$ cat src/rtl/lsu_io_pkg.sv
// Shared defaults and types for the LSU input-peripheral path.
package lsu_io_pkg;
  localparam int NUM_SW_DEFAULT          = 17;
  localparam int DEBOUNCE_CYCLES_DEFAULT = 500000;

  typedef logic [NUM_SW_DEFAULT-1:0] sw_vec_t;
endpackage

$ cat src/rtl/sw_debounce_cell.sv
// One switch bit: two-flop synchroniser, stability counter, stable flop
// and registered rise/fall pulses.
module sw_debounce_cell #(
  parameter int DEBOUNCE_CYCLES = lsu_io_pkg::DEBOUNCE_CYCLES_DEFAULT
) (
  input  logic clk_i,
  input  logic rst_i,
  input  logic i_raw,
  output logic o_stable,
  output logic o_rise,
  output logic o_fall
);
  localparam int CNT_W = $clog2(DEBOUNCE_CYCLES + 1);
  localparam logic [CNT_W-1:0] CNT_MAX = CNT_W'(DEBOUNCE_CYCLES - 1);

  logic             sync1_q, sync1_d;
  logic             sync2_q, sync2_d;
  logic [CNT_W-1:0] cnt_q, cnt_d;
  logic             stable_q, stable_d;
  logic             rise_q, rise_d;
  logic             fall_q, fall_d;

  always_comb begin
    sync1_d  = i_raw;
    sync2_d  = sync1_q;
    cnt_d    = cnt_q;
    stable_d = stable_q;
    rise_d   = 1'b0;
    fall_d   = 1'b0;
    // Any sample agreeing with the stable value restarts the run from zero.
    if (sync2_q == stable_q) begin
      cnt_d = '0;
    end else if (cnt_q == CNT_MAX) begin
      stable_d = sync2_q;
      cnt_d    = '0;
      rise_d   = sync2_q;
      fall_d   = ~sync2_q;
    end else begin
      cnt_d = cnt_q + 1'b1;
    end
  end

  always_ff @(posedge clk_i) begin
    if (rst_i) begin
      sync1_q  <= 1'b0;
      sync2_q  <= 1'b0;
      cnt_q    <= '0;
      stable_q <= 1'b0;
      rise_q   <= 1'b0;
      fall_q   <= 1'b0;
    end else begin
      sync1_q  <= sync1_d;
      sync2_q  <= sync2_d;
      cnt_q    <= cnt_d;
      stable_q <= stable_d;
      rise_q   <= rise_d;
      fall_q   <= fall_d;
    end
  end

  assign o_stable = stable_q;
  assign o_rise   = rise_q;
  assign o_fall   = fall_q;
endmodule

$ cat src/rtl/sw_debounce.sv
// Debounces the board slide switches for the LSU i_io_sw bus.
// Optional sticky change flags are built when SW_DEBOUNCE_STICKY_EN is defined.
module sw_debounce
  import lsu_io_pkg::*;
#(
  parameter int NUM_SW          = NUM_SW_DEFAULT,
  parameter int DEBOUNCE_CYCLES = DEBOUNCE_CYCLES_DEFAULT
) (
  input  logic              clk_i,
  input  logic              rst_i,
  input  logic [NUM_SW-1:0] i_sw_raw,
  input  logic              i_clr_chg,
  output logic [NUM_SW-1:0] o_io_sw,
  output logic [NUM_SW-1:0] o_sw_rise,
  output logic [NUM_SW-1:0] o_sw_fall,
  output logic              o_any_edge,
  output logic [NUM_SW-1:0] o_sw_changed
);
  for (genvar i = 0; i < NUM_SW; i++) begin : g_cell
    sw_debounce_cell #(
      .DEBOUNCE_CYCLES(DEBOUNCE_CYCLES)
    ) u_cell (
      .clk_i   (clk_i),
      .rst_i   (rst_i),
      .i_raw   (i_sw_raw[i]),
      .o_stable(o_io_sw[i]),
      .o_rise  (o_sw_rise[i]),
      .o_fall  (o_sw_fall[i])
    );
  end

  assign o_any_edge = |(o_sw_rise | o_sw_fall);

`ifdef SW_DEBOUNCE_STICKY_EN
  logic [NUM_SW-1:0] chg_q, chg_d;

  // Events are ORed in after the clear so a coincident edge is never lost.
  always_comb begin
    chg_d = chg_q;
    if (i_clr_chg) chg_d = '0;
    chg_d = chg_d | o_sw_rise | o_sw_fall;
  end

  always_ff @(posedge clk_i) begin
    if (rst_i) chg_q <= '0;
    else       chg_q <= chg_d;
  end

  assign o_sw_changed = chg_q;
`else
  logic unused_clr_chg;
  assign unused_clr_chg = i_clr_chg;
  assign o_sw_changed   = '0;
`endif
endmodule

$ cat config.mk
export PLATFORM = sky130hd
export DESIGN_NAME = sw_debounce
export DESIGN_NICKNAME = d
export VERILOG_FILES = /design/src/rtl/lsu_io_pkg.sv /design/src/rtl/sw_debounce_cell.sv /design/src/rtl/sw_debounce.sv
export SDC_FILE = /design/constraint.sdc
export NUM_CORES = 1
export LEC_CHECK = 0
export CAP_MARGIN = 40
export CORE_MARGIN = 5
export CORE_UTILIZATION = 65
export DETAILED_ROUTE_END_ITERATION = 7
export PLACE_DENSITY = 0.94
export SETUP_SLACK_MARGIN = 0.4
export SYNTH_ARGS = -nofsm -noshare
export SYNTH_HDL_FRONTEND = slang
export SYNTH_SLANG_ARGS = --single-unit
$ cat constraint.sdc
create_clock -name clk_i -period 6.4 [get_ports clk_i]
set_clock_uncertainty 0.05 [all_clocks]
set_input_delay 0.96 -clock clk_i [delete_from_list [all_inputs] [get_ports clk_i]]
set_output_delay 0.96 -clock clk_i [all_outputs]
set_load 0.01 [all_outputs]
==> results.cfg <==
[status]
status = finished clean

[sta]
finalHoldViolations = 0
fin_setup_tns_ps = 0
holdWs_ps = 386
slew_violations = 0
min_period_ps = 3730
slew_headroom = 0.425
fmax_mhz = 268
rsz0062_at_grt = false
post-route-period-util = 0.582
setup_violations = 0
worst_pin_slew_ps = 861

[setup_path]
r2r-start = g_cell[1].u_cell.cnt_q[0]
worstPathMaxFanout = 2
crit_required_ps = 5390
crit_path_start_kind = flop
crit_arrival_ps = 2720
crit_start = g_cell[12].u_cell.o_rise
end_kind = primary output
criticalPathCategory = flop to primary output

[power_and_ir_drop]
cellPowerDensity_nw_per_um2 = 253
ir_drop_uv = 219
power_uw = 5040
p_leak_uw = 0.00591

[logic_synthesis]
synthFlopType = dfxtp_1
synth-seq-cells = 408
synth.distinct_cells = 54
async_flop_share = 0
synth_cells = 2039
avgSynthCellArea_sq_um = 8.81
synth_edf_count = 0
synth_area_sq_um = 18000
yosysWarnings = 0
synth_seq_area_share = 0.455

[placed_design]
gp_congestion = 0.903
dpl-instance-area_sq_um = 18600
dp_hpwl_microns = 25300
portBuffers = 70

[detailed_routing]
drt_iter0_drc = 1106
vias = 14699
routed_via_density = 5.96
drc = 0
postRouteAntennaNets = 0
first_pass_iters = 5
routed_wl_microns = 38200
wl_per_cell_microns = 15.5

[die]
initial_core_util = 0.663
die-area_sq_um = 31100
die_height_microns = 176
core_sq_um = 27100
num_rows = 60
io_pins = 89
die_w_microns = 176

[global_route]
grt_max_degree = 51
gr-total-overflow = 0
grt_pass1_vias = 14123
grt_usage = 0.239
antenna_found_initial = 0
grt_pass1_wl_microns = 64500

[hold_path]
min_path_type = flop to flop
min_from = g_cell[6].u_cell.sync1_q

[clocking]
clockRootBuffer = clkbuf_16
hold_buffers = 0
postCtsSetupRepairBufs = 0
clk_path_buf_depth = 3
cts_tree = built
cts.htree.levels = 2
clk_latency_ps = 540
clock-sinks = 408
cts_resized = 0
cts_buffers = 41
path_clk_slew_ps = 60

[cells_and_area]
drive_above_1_share = 0.0540
multi_input_area_sq_um = 8910
syn_to_final_growth_pct = 10.9
finalInstanceArea_sq_um = 19900
final_nets = 2100
utilization = 0.736
diodes = 0
regArea_sq_um = 8170
fillerInstances = 1823

[job]
drv_cap = 0
[critical path: stages (launching register included)]
cell and delay [ps]:
dfxtp_1 350, nor4_1 580, nand4_1 330, nor2_1 320, nand3_1 110, clkdlybuf4s50_1 490
[synth_stat cells, types with 2 or more instances]
library cell | count | area [sq um]
a21o_1 | 2 | 15.0
a21oi_1 | 97 | 485
and2_1 | 5 | 31.3
and3_1 | 19 | 119
and4_1 | 29 | 254
buf_2 | 9 | 45.0
buf_4 | 71 | 533
clkbuf_1 | 35 | 131
dfxtp_1 | 408 | 8170
ha_1 | 17 | 213
inv_1 | 60 | 225
nand2_1 | 106 | 398
nand2b_1 | 15 | 93.8
nand3_1 | 121 | 606
nand4_1 | 77 | 482
nand4b_1 | 2 | 17.5
nor2_1 | 271 | 1020
nor2b_1 | 37 | 231
nor3_1 | 54 | 270
nor3b_1 | 7 | 52.6
nor4_1 | 74 | 463
nor4b_1 | 17 | 149
nor4bb_1 | 6 | 60.1
o21a_1 | 3 | 22.5
o21ai_0 | 49 | 245
o21ai_1 | 4 | 20.0
o21ba_2 | 3 | 30.0
o21bai_1 | 6 | 45.0
o21bai_4 | 3 | 56.3
o31ai_1 | 41 | 308
o41ai_1 | 4 | 35.0
or2_1 | 2 | 12.5
or2_2 | 13 | 81.3
or3_1 | 65 | 407
or3b_2 | 7 | 61.3
or4_1 | 56 | 420
or4b_1 | 4 | 40.0
or4bb_1 | 3 | 33.8
xnor2_1 | 131 | 1150
xor2_1 | 92 | 806
[logic make-up after synthesis]
family / Yosys count / share of synthesized area
AO/OA/AOI/OAI: 216 / 0.0725
XOR/XNOR: 223 / 0.109
adder cells (fa/ha/maj): 17 / 0.0118
buffers and inverters: 177 / 0.0529
flip-flops: 408 / 0.455
other: 1 / 0.000209
AND/OR/NAND/NOR: 997 / 0.299
[flip-flops by register name, summed over array words and instances, names as in the netlist]
register and count:
g_cell.u_cell.sync2_q 17, g_cell.u_cell.cnt_q 323, g_cell.u_cell.o_fall 17, g_cell.u_cell.o_stable 17, g_cell.u_cell.o_rise 17, g_cell.u_cell.sync1_q 17
[cell type report]
class,instances,share of cell area
Clock buffer,60,0.0612
Multi-Input combinational cell,1470,0.447
Clock inverter,14,0.00772
Inverter,60,0.0113
Sequential cell,408,0.410
Timing Repair Buffer,82,0.0398
Tap cell,372,0.0233
[where the power goes]
| part | internal [uW] | leakage (uW) | switching, uW |
|---|---|---|---|
| clock network | 1440 | 0.000677 | 971 |
| registers | 2550 | 0.00329 | 9.29 |
| logic | 25.6 | 0.00194 | 41.2 |
[metal layers]
layer	part of all wire	wire length [microns]	track usage	vias to the layer above
met4	0.030	1140	0.0877	0
met2	0.50	18900	0.426	437
met1	0.42	16100	0.293	6949
met5	0	0	0	-
li1	-	-	-	7213
met3	0.053	2030	0.0366	100
[stage by stage]
stage,cells,setup slack (ps)
2_1_floorplan,2055,4050
3_3_place_gp,2381,3260
3_5_place_dp,2392,3270
4_1_cts,2466,2710
5_1_grt,2466,2670
6_report,2466,2670
[cell usage in the layout, fill, tap and decap left out, types with 69 or more instances in the layout]
cell             count
a21oi_1             97
clkdlybuf4s50_1     69
dfxtp_1            408
nand2_1            106
nand3_1            121
nand4_1             77
nor2_1             271
nor4_1              74
xnor2_1            131
xor2_1              92
[worst paths after layout]
check                           slack, ps  cells past startpoint                          to
worst min register to register        390                      1    g_cell[6].u_cell.sync2_q
worst max register to register       4010                      5  g_cell[1].u_cell.cnt_q[11]
worst max-delay path                 2670                      5                  o_any_edge
worst min-delay path                  390                      1    g_cell[6].u_cell.sync2_q
No activity file was read; power rests on OpenSTA's default activity.
